$ cat src/rtl/ap_op_arbiter.sv
// Round-robin front end that time-shares one multi-cycle operator among PORTS requesters.
// Latency: grant edge, 1 LOAD cycle, then operator latency; requests are held off (no ack) while busy.
module ap_op_arbiter #(
  parameter int WIDTH = 32,
  parameter int PORTS = 4,
  parameter int IDX_W = 2
) (
  input  logic                   clk,
  input  logic                   rst,
  input  logic [PORTS-1:0]       req_valid,
  input  logic [PORTS*WIDTH-1:0] req_a,
  input  logic [PORTS*WIDTH-1:0] req_b,
  output logic [PORTS-1:0]       req_ack,
  output logic [PORTS-1:0]       resp_valid,
  output logic [WIDTH-1:0]       resp_data,
  output logic                   busy,
  output logic                   op_rst,
  output logic [WIDTH-1:0]       op_a,
  output logic [WIDTH-1:0]       op_b,
  input  logic [WIDTH-1:0]       op_result,
  input  logic                   op_ready
);

  if (IDX_W < $clog2(PORTS)) begin : g_idx_w_check
    $error("ap_op_arbiter: IDX_W is too narrow to index PORTS requesters");
  end

  typedef enum logic [1:0] {
    S_IDLE = 2'd0,
    S_LOAD = 2'd1,
    S_BUSY = 2'd2
  } state_t;

  state_t            state;
  state_t            state_nxt;
  logic [IDX_W-1:0]  grant;
  logic [IDX_W-1:0]  rr_ptr;
  logic [IDX_W-1:0]  winner;
  logic              win_vld;
  logic [PORTS-1:0]  grant_oh;
  logic [WIDTH-1:0]  a_slot [PORTS];
  logic [WIDTH-1:0]  b_slot [PORTS];

  assign grant_oh = {{(PORTS-1){1'b0}}, 1'b1} << grant;

  always_comb begin
    for (int p = 0; p < PORTS; p++) begin
      a_slot[p] = req_a[p*WIDTH +: WIDTH];
      b_slot[p] = req_b[p*WIDTH +: WIDTH];
    end
  end

  // First requester after the last winner, wrapping modulo PORTS.
  always_comb begin : rr_search
    int               cand;
    logic [IDX_W-1:0] cand_idx;
    cand     = 0;
    cand_idx = '0;
    winner   = rr_ptr;
    win_vld  = 1'b0;
    for (int i = 1; i <= PORTS; i++) begin
      cand = int'(rr_ptr) + i;
      if (cand >= PORTS) begin
        cand = cand - PORTS;
      end
      cand_idx = IDX_W'(cand);
      if (!win_vld && req_valid[cand_idx]) begin
        win_vld = 1'b1;
        winner  = cand_idx;
      end
    end
  end

  always_ff @(posedge clk or posedge rst) begin
    if (rst) begin
      state <= S_IDLE;
    end else begin
      state <= state_nxt;
    end
  end

  always_comb begin
    state_nxt = state;
    case (state)
      S_IDLE:  if (win_vld) state_nxt = S_LOAD;
      S_LOAD:  state_nxt = S_BUSY;
      S_BUSY:  if (op_ready) state_nxt = S_IDLE;
      default: state_nxt = S_IDLE;
    endcase
  end

  // Operator is held in reset everywhere except BUSY, so operands settle before it runs.
  always_comb begin
    op_rst  = 1'b1;
    busy    = 1'b0;
    req_ack = '0;
    case (state)
      S_LOAD: begin
        busy    = 1'b1;
        req_ack = grant_oh;
      end
      S_BUSY: begin
        busy   = 1'b1;
        op_rst = 1'b0;
      end
      default: ;
    endcase
  end

  always_ff @(posedge clk or posedge rst) begin
    if (rst) begin
      grant      <= '0;
      rr_ptr     <= IDX_W'(PORTS-1);
      op_a       <= '0;
      op_b       <= '0;
      resp_data  <= '0;
      resp_valid <= '0;
    end else begin
      resp_valid <= '0;
      if (state == S_IDLE && win_vld) begin
        grant  <= winner;
        rr_ptr <= winner;
        op_a   <= a_slot[winner];
        op_b   <= b_slot[winner];
      end
      if (state == S_BUSY && op_ready) begin
        resp_data  <= op_result;
        resp_valid <= grant_oh;
      end
    end
  end

endmodule

$ cat config.mk
export PLATFORM = sky130hd
export DESIGN_NAME = ap_op_arbiter
export DESIGN_NICKNAME = d
export VERILOG_FILES = /design/src/rtl/ap_op_arbiter.sv
export SDC_FILE = /design/constraint.sdc
export NUM_CORES = 1
export LEC_CHECK = 0
export ABC_AREA = 1
export CAP_MARGIN = 20
export CORE_AREA = 5 5 153 155
export DETAILED_ROUTE_END_ITERATION = 7
export DIE_AREA = 0 0 158 160
export PLACE_DENSITY = 0.75
export SETUP_SLACK_MARGIN = 0.15
export SYNTH_ARGS = -nofsm -noshare
export SYNTH_HDL_FRONTEND = slang
export SYNTH_SLANG_ARGS = --single-unit
$ cat constraint.sdc
create_clock -name clk -period 4.6 [get_ports clk]
set_input_delay 0.69 -clock clk [delete_from_list [all_inputs] [get_ports clk]]
set_output_delay 0.69 -clock clk [all_outputs]
set_load 0.03 [all_outputs]
# Word-level counts from Yosys, hierarchy flattened
# Index checks and enable logic that the tools add are counted.
# word_totals
regBits,106
out_inout_bits,106
word_cells,74
# classes
n_addsub,8
order_cmp,9
n_eq_ne,4
n_shift,1
mux,33
bitwise_logic,1
n_reduce_logical,11
# op_table
op,n
32-bit binary-select mux with 2-bit select,2
32-bit 2-to-1 mux,4
2-bit 2-to-1 mux,10
"3-bit >= comparator, second input constant",4
"2-bit by 3-bit less-than comparator with 1-bit output, second input constant",4
1-bit 2-to-1 mux,10
1-bit binary-select mux with 2-bit select,4
4-bit 2-to-1 mux,2
"2-bit by 1-bit subtractor with 2-bit output, second input constant",4
"2-bit by 2-bit adder with 3-bit output, second input constant",2
2-bit one-hot mux with 3 select lines,1
1-bit logical AND,5
"2-bit by 3-bit adder with 4-bit output, second input constant",1
"4-bit by 3-bit >= comparator with 1-bit output, second input constant",1
"2-bit inequality test, second input constant",2
"1-bit by 2-bit left shift with 4-bit output, first input constant",1
"2-bit by 1-bit adder with 3-bit output, second input constant",1
1-bit logical NOT,3
2-bit NOT with 3-bit output,1
"2-bit by 1-bit == test with 1-bit output, second input constant",1
"2-bit == test, second input constant",1
2-bit logical NOT,1
2-bit AND reduction,1
2-bit OR reduction,1

# Logic depth before layout (Yosys ltp)
# depth
depth_word,19
mapped_depth,16
ltp_nobuf,14

# Worst setup path after synthesis
# Ideal clock, no wire load.
# synth_timing
path_type,register to output
start,register state[1]
end,output req_ack[0]
t_arrival_ps,1292
path_slack_ps,2618
stages_incl_launch_ff,5
path_buffers,0
cell_sequence,dfrtp_1 > inv_1 > ha_1 > inv_1 > nor3_1
# synth_via
elab_chain_len,2
# synth_lines
item,line,text
from (decl),34,state_t state;
from (signal assigned),78,state <= state_nxt;
2-bit by 1-bit == test with 1-bit output,97,case (state)
4-bit 2-to-1 mux,97,
to (decl),13,"output logic [PORTS-1:0] req_ack,"
# No other way between the ends.

# Final worst setup path
# layout_timing
start,input req_valid[2]
end,register op_a[8]
# layout_via
elab_chain_len,16
# layout_lines
item,line,text
from (decl),10,"input logic [PORTS-1:0] req_valid,"
1-bit binary-select mux with 2-bit select,67,if (!win_vld && req_valid[cand_idx]) begin
1-bit 2-to-1 mux (implied by the code),67,
1-bit 2-to-1 mux,67,
1-bit logical NOT,67,
1-bit logical AND,67,
1-bit 2-to-1 mux,67,
1-bit logical NOT,67,
1-bit logical AND,67,
1-bit 2-to-1 mux,67,
1-bit logical NOT,67,
1-bit logical AND,67,
2-bit 2-to-1 mux,67,
2-bit NOT with 3-bit output (implied by the code),123,op_a <= a_slot[winner];
32-bit binary-select mux with 2-bit select,123,
32-bit 2-to-1 mux (implied by the code) (2 in series),123,
to (signal assigned),123,
to (decl),18,"output logic [WIDTH-1:0] op_a,"
# Parallel ways exist; a longest one is shown, timed or not. The select of a mux whose other input is x is not followed.
# A chain may end at the register's enable or synchronous reset.

==> impl_metrics.toml <==
[setup_path]
cp_common_cell = "nand2_1"
critPathRequiredTime_ns = 4.85
critPathKind = "in -> reg"
end_kind = "flop"
crit_path_start_kind = "primary input"
crit_chain = "clkdlybuf4s50_1 > nand2_1 > nand2_1 > nand2_1 > nand2_2 > nand2_2 > nand2_2 > nand2_4 > nand2_2 > buf_4 > nand2_1 > nand2_1 > nand2_1 > nand3_1 > nand2_1"
cp.buffers_inverters = 2
cp.arrival_ns = 3.27
critical_path.top_delay_family = "simple AND/OR/NAND/NOR gates"
critical-path-max-stage-delay_ns = 0.56
cp_max_fo = 47
slowest_stage = "buf_4"

[detailed_routing]
first_pass_iters = 5
ant_nets = 0
vias = 8207
drc_errors = 0
via_per_inst = 5.01
wl_um = 29700
drt-initial-drc-count = 594
wl_per_cell_um = 18.1

[cells_and_area]
instances_no_fill = 1639
final_cell_area_um2 = 11500
layout-drive-gt1-share_pct = 6.26
mostFrequentLayoutCell = "clkdlybuf4s50_1"
seq_area_um2 = 2660
area_delta_synth_final_pct = 62.4
multi_input_area_um2 = 3710
fin_nets = 1651
layout_common_cells = "clkdlybuf4s50_1, nand2_1, nand3_1"
fillers = 2060

[floorplan]
dieArea_um2 = 25300
start_util_pct = 32.5
rows = 54
core_area_um2 = 21700
die_height_um = 160
ios = 401
dieWidth_um = 158

[yosys]
syn_avg_cell_area_um2 = 7.02
synth_area_um2 = 7050
synth_seq_area_share_pct = 37.7
yosysWarnings = 0
syn_nets = 1303
netlist_instances = 1005
yosys.cell_types.count = 27
ys_ff_latch = 106

[clock_network]
cts_tree = "done"
root_buffer = "clkbuf_16"
cts_buffers = 9
postCtsHoldBufs = 0
clkTransAtPathRegs_ns = 0.08
cts.sinks = 106
cts_max_level = 3
clk_latency_ns = 0.36
cts_resized = 0
clk_path_buf_depth = 2
cts_setup_buffers = 0

[status]
status = "complete, no violations"

[timing]
finalMaxSlewViolations = 0
rsz0062_at_grt = "false"
fmax_mhz = 331
period_needed_ns = 3.03
hold_violations = 0
period_share_pct = 65.8
setup_viol = 0
fin_hold_ws_ns = 0.481
fin_worst_skew_ns = 0.0131
finalSetupTns_ns = 0
relSlewSlack_pct = 43.9
tightest_slew_ns = 0.842

[placed_design]
post_dp_cell_area_um2 = 11100
io_buffers = 400
dpl.hpwl_um = 21300
placed_cells = 1622
gp_congestion = 0.897

[global_routing]
grt_max_degree = 68
gr-usage-all-layers_pct = 22.8
grt_remaining_overflow = 0
grt_pass1_wl_um = 46100
antenna_found_initial = 0
grt_pass1_vias = 8312

[pwr]
internal-power_mw = 4.41
finalPower_mw = 9.95
p_leak_nw = 5.40
power_frac_seq_pct = 17.3
p_switching_mw = 5.55
combPwrFrac_pct = 74.6
power_density_nw_per_um2 = 869
p_clk_share_pct = 8.1
swShare_pct = 55.7
ir_worst_vdd_v = 0.00112

[job]
maxCapViolCount = 0

[min_path]
hp-class = "reg -> reg"
==> sequential cells by signal, indices dropped and copies added, names as in the netlist <==
register    count
grant           2
state           2
rr_ptr          2
resp_data      32
op_b           32
op_a           32
resp_valid      4
==> tightest hold or removal path, cell delays in order, from the launching register on <==
cell and delay, ns:
dfrtp_1 0.35, nand2_1 0.05, nand2_1 0.05
==> layer usage <==
layer	track usage (%)	up-vias	part of all wire, %
li1	-	3960	-
met1	28.0	3808	39
met2	38.4	397	48
met3	7.82	42	11
met4	5.85	0	2.2
met5	0	-	0
==> per-stage QoR <==
stage	util, %	worst slack [ns]
after floorplan	-	1.12
after global placement	51.4	1.27
after detailed placement	51.4	1.20
after CTS	52.8	1.61
after global routing	52.8	1.33
final	52.8	1.57
==> power by group through the flow <==
| stage | combinational, mW | sequential (mW) | clock (mW) |
|---|---|---|---|
| after floorplan | 4.26 | 2.56 | 0 |
| after global placement | 7.37 | 1.72 | 0 |
| after CTS | 7.48 | 1.72 | 0.836 |
| after detailed placement | 7.46 | 1.74 | 0 |
| final | 7.42 | 1.73 | 0.805 |
| after global routing | 8.20 | 1.80 | 0.870 |
==> final timing paths <==
path,startpoint,to,slack [ns],cells after the start
max,req_valid[2],op_a[8]$_DFFE_PP0P_,1.57,15
min in group asynchronous,rst,resp_data[0]$_DFFE_PP0P_,0.87,2
min reg2reg,op_b[30]$_DFFE_PP0P_,op_b[30]$_DFFE_PP0P_,0.48,2
min,op_b[30]$_DFFE_PP0P_,op_b[30]$_DFFE_PP0P_,0.48,2
max reg2reg,rr_ptr[0]$_DFFE_PP1P_,op_a[8]$_DFFE_PP0P_,1.64,14
max in group asynchronous,rst,op_b[24]$_DFFE_PP0P_,2.82,3
==> cell type report <==
| class | instances | share of cell area, % |
|---|---|---|
| clock inverters | 7 | 0.721 |
| repair buffers | 415 | 36.0 |
| clock buffers | 9 | 1.97 |
| well taps | 280 | 3.06 |
| diodes | 1 | 0.0218 |
| multi-input cells | 744 | 32.4 |
| inverters | 77 | 2.61 |
| flip-flops and latches | 106 | 23.2 |
==> synthesized netlist by cell type (all sizes together) <==
| cell type | count | area [um2] |
|---|---|---|
| a21oi | 2 | 10.0 |
| and2 | 1 | 6.26 |
| buf | 66 | 357 |
| clkbuf | 12 | 45.0 |
| dfrtp | 104 | 2600 |
| dfstp | 2 | 52.6 |
| ha | 3 | 37.5 |
| inv | 77 | 297 |
| mux2 | 32 | 360 |
| nand2 | 357 | 1370 |
| nand3 | 265 | 1340 |
| nand3b | 64 | 480 |
| nand4 | 1 | 6.26 |
| nor2 | 2 | 7.51 |
| nor3 | 8 | 40.0 |
| o21ai | 8 | 40.0 |
| or2 | 1 | 6.26 |
==> kinds of logic after synthesis <==
kind of cell | after synthesis | share of synthesized area, %
and+or+nand+nor | 699 | 46.1
buffers and inverters | 155 | 9.90
DFF | 106 | 37.7
muxes | 32 | 5.11
AOI/OAI and AO/OA | 10 | 0.710
adders and majority gates | 3 | 0.532
(Power assumes the default switching activity.)
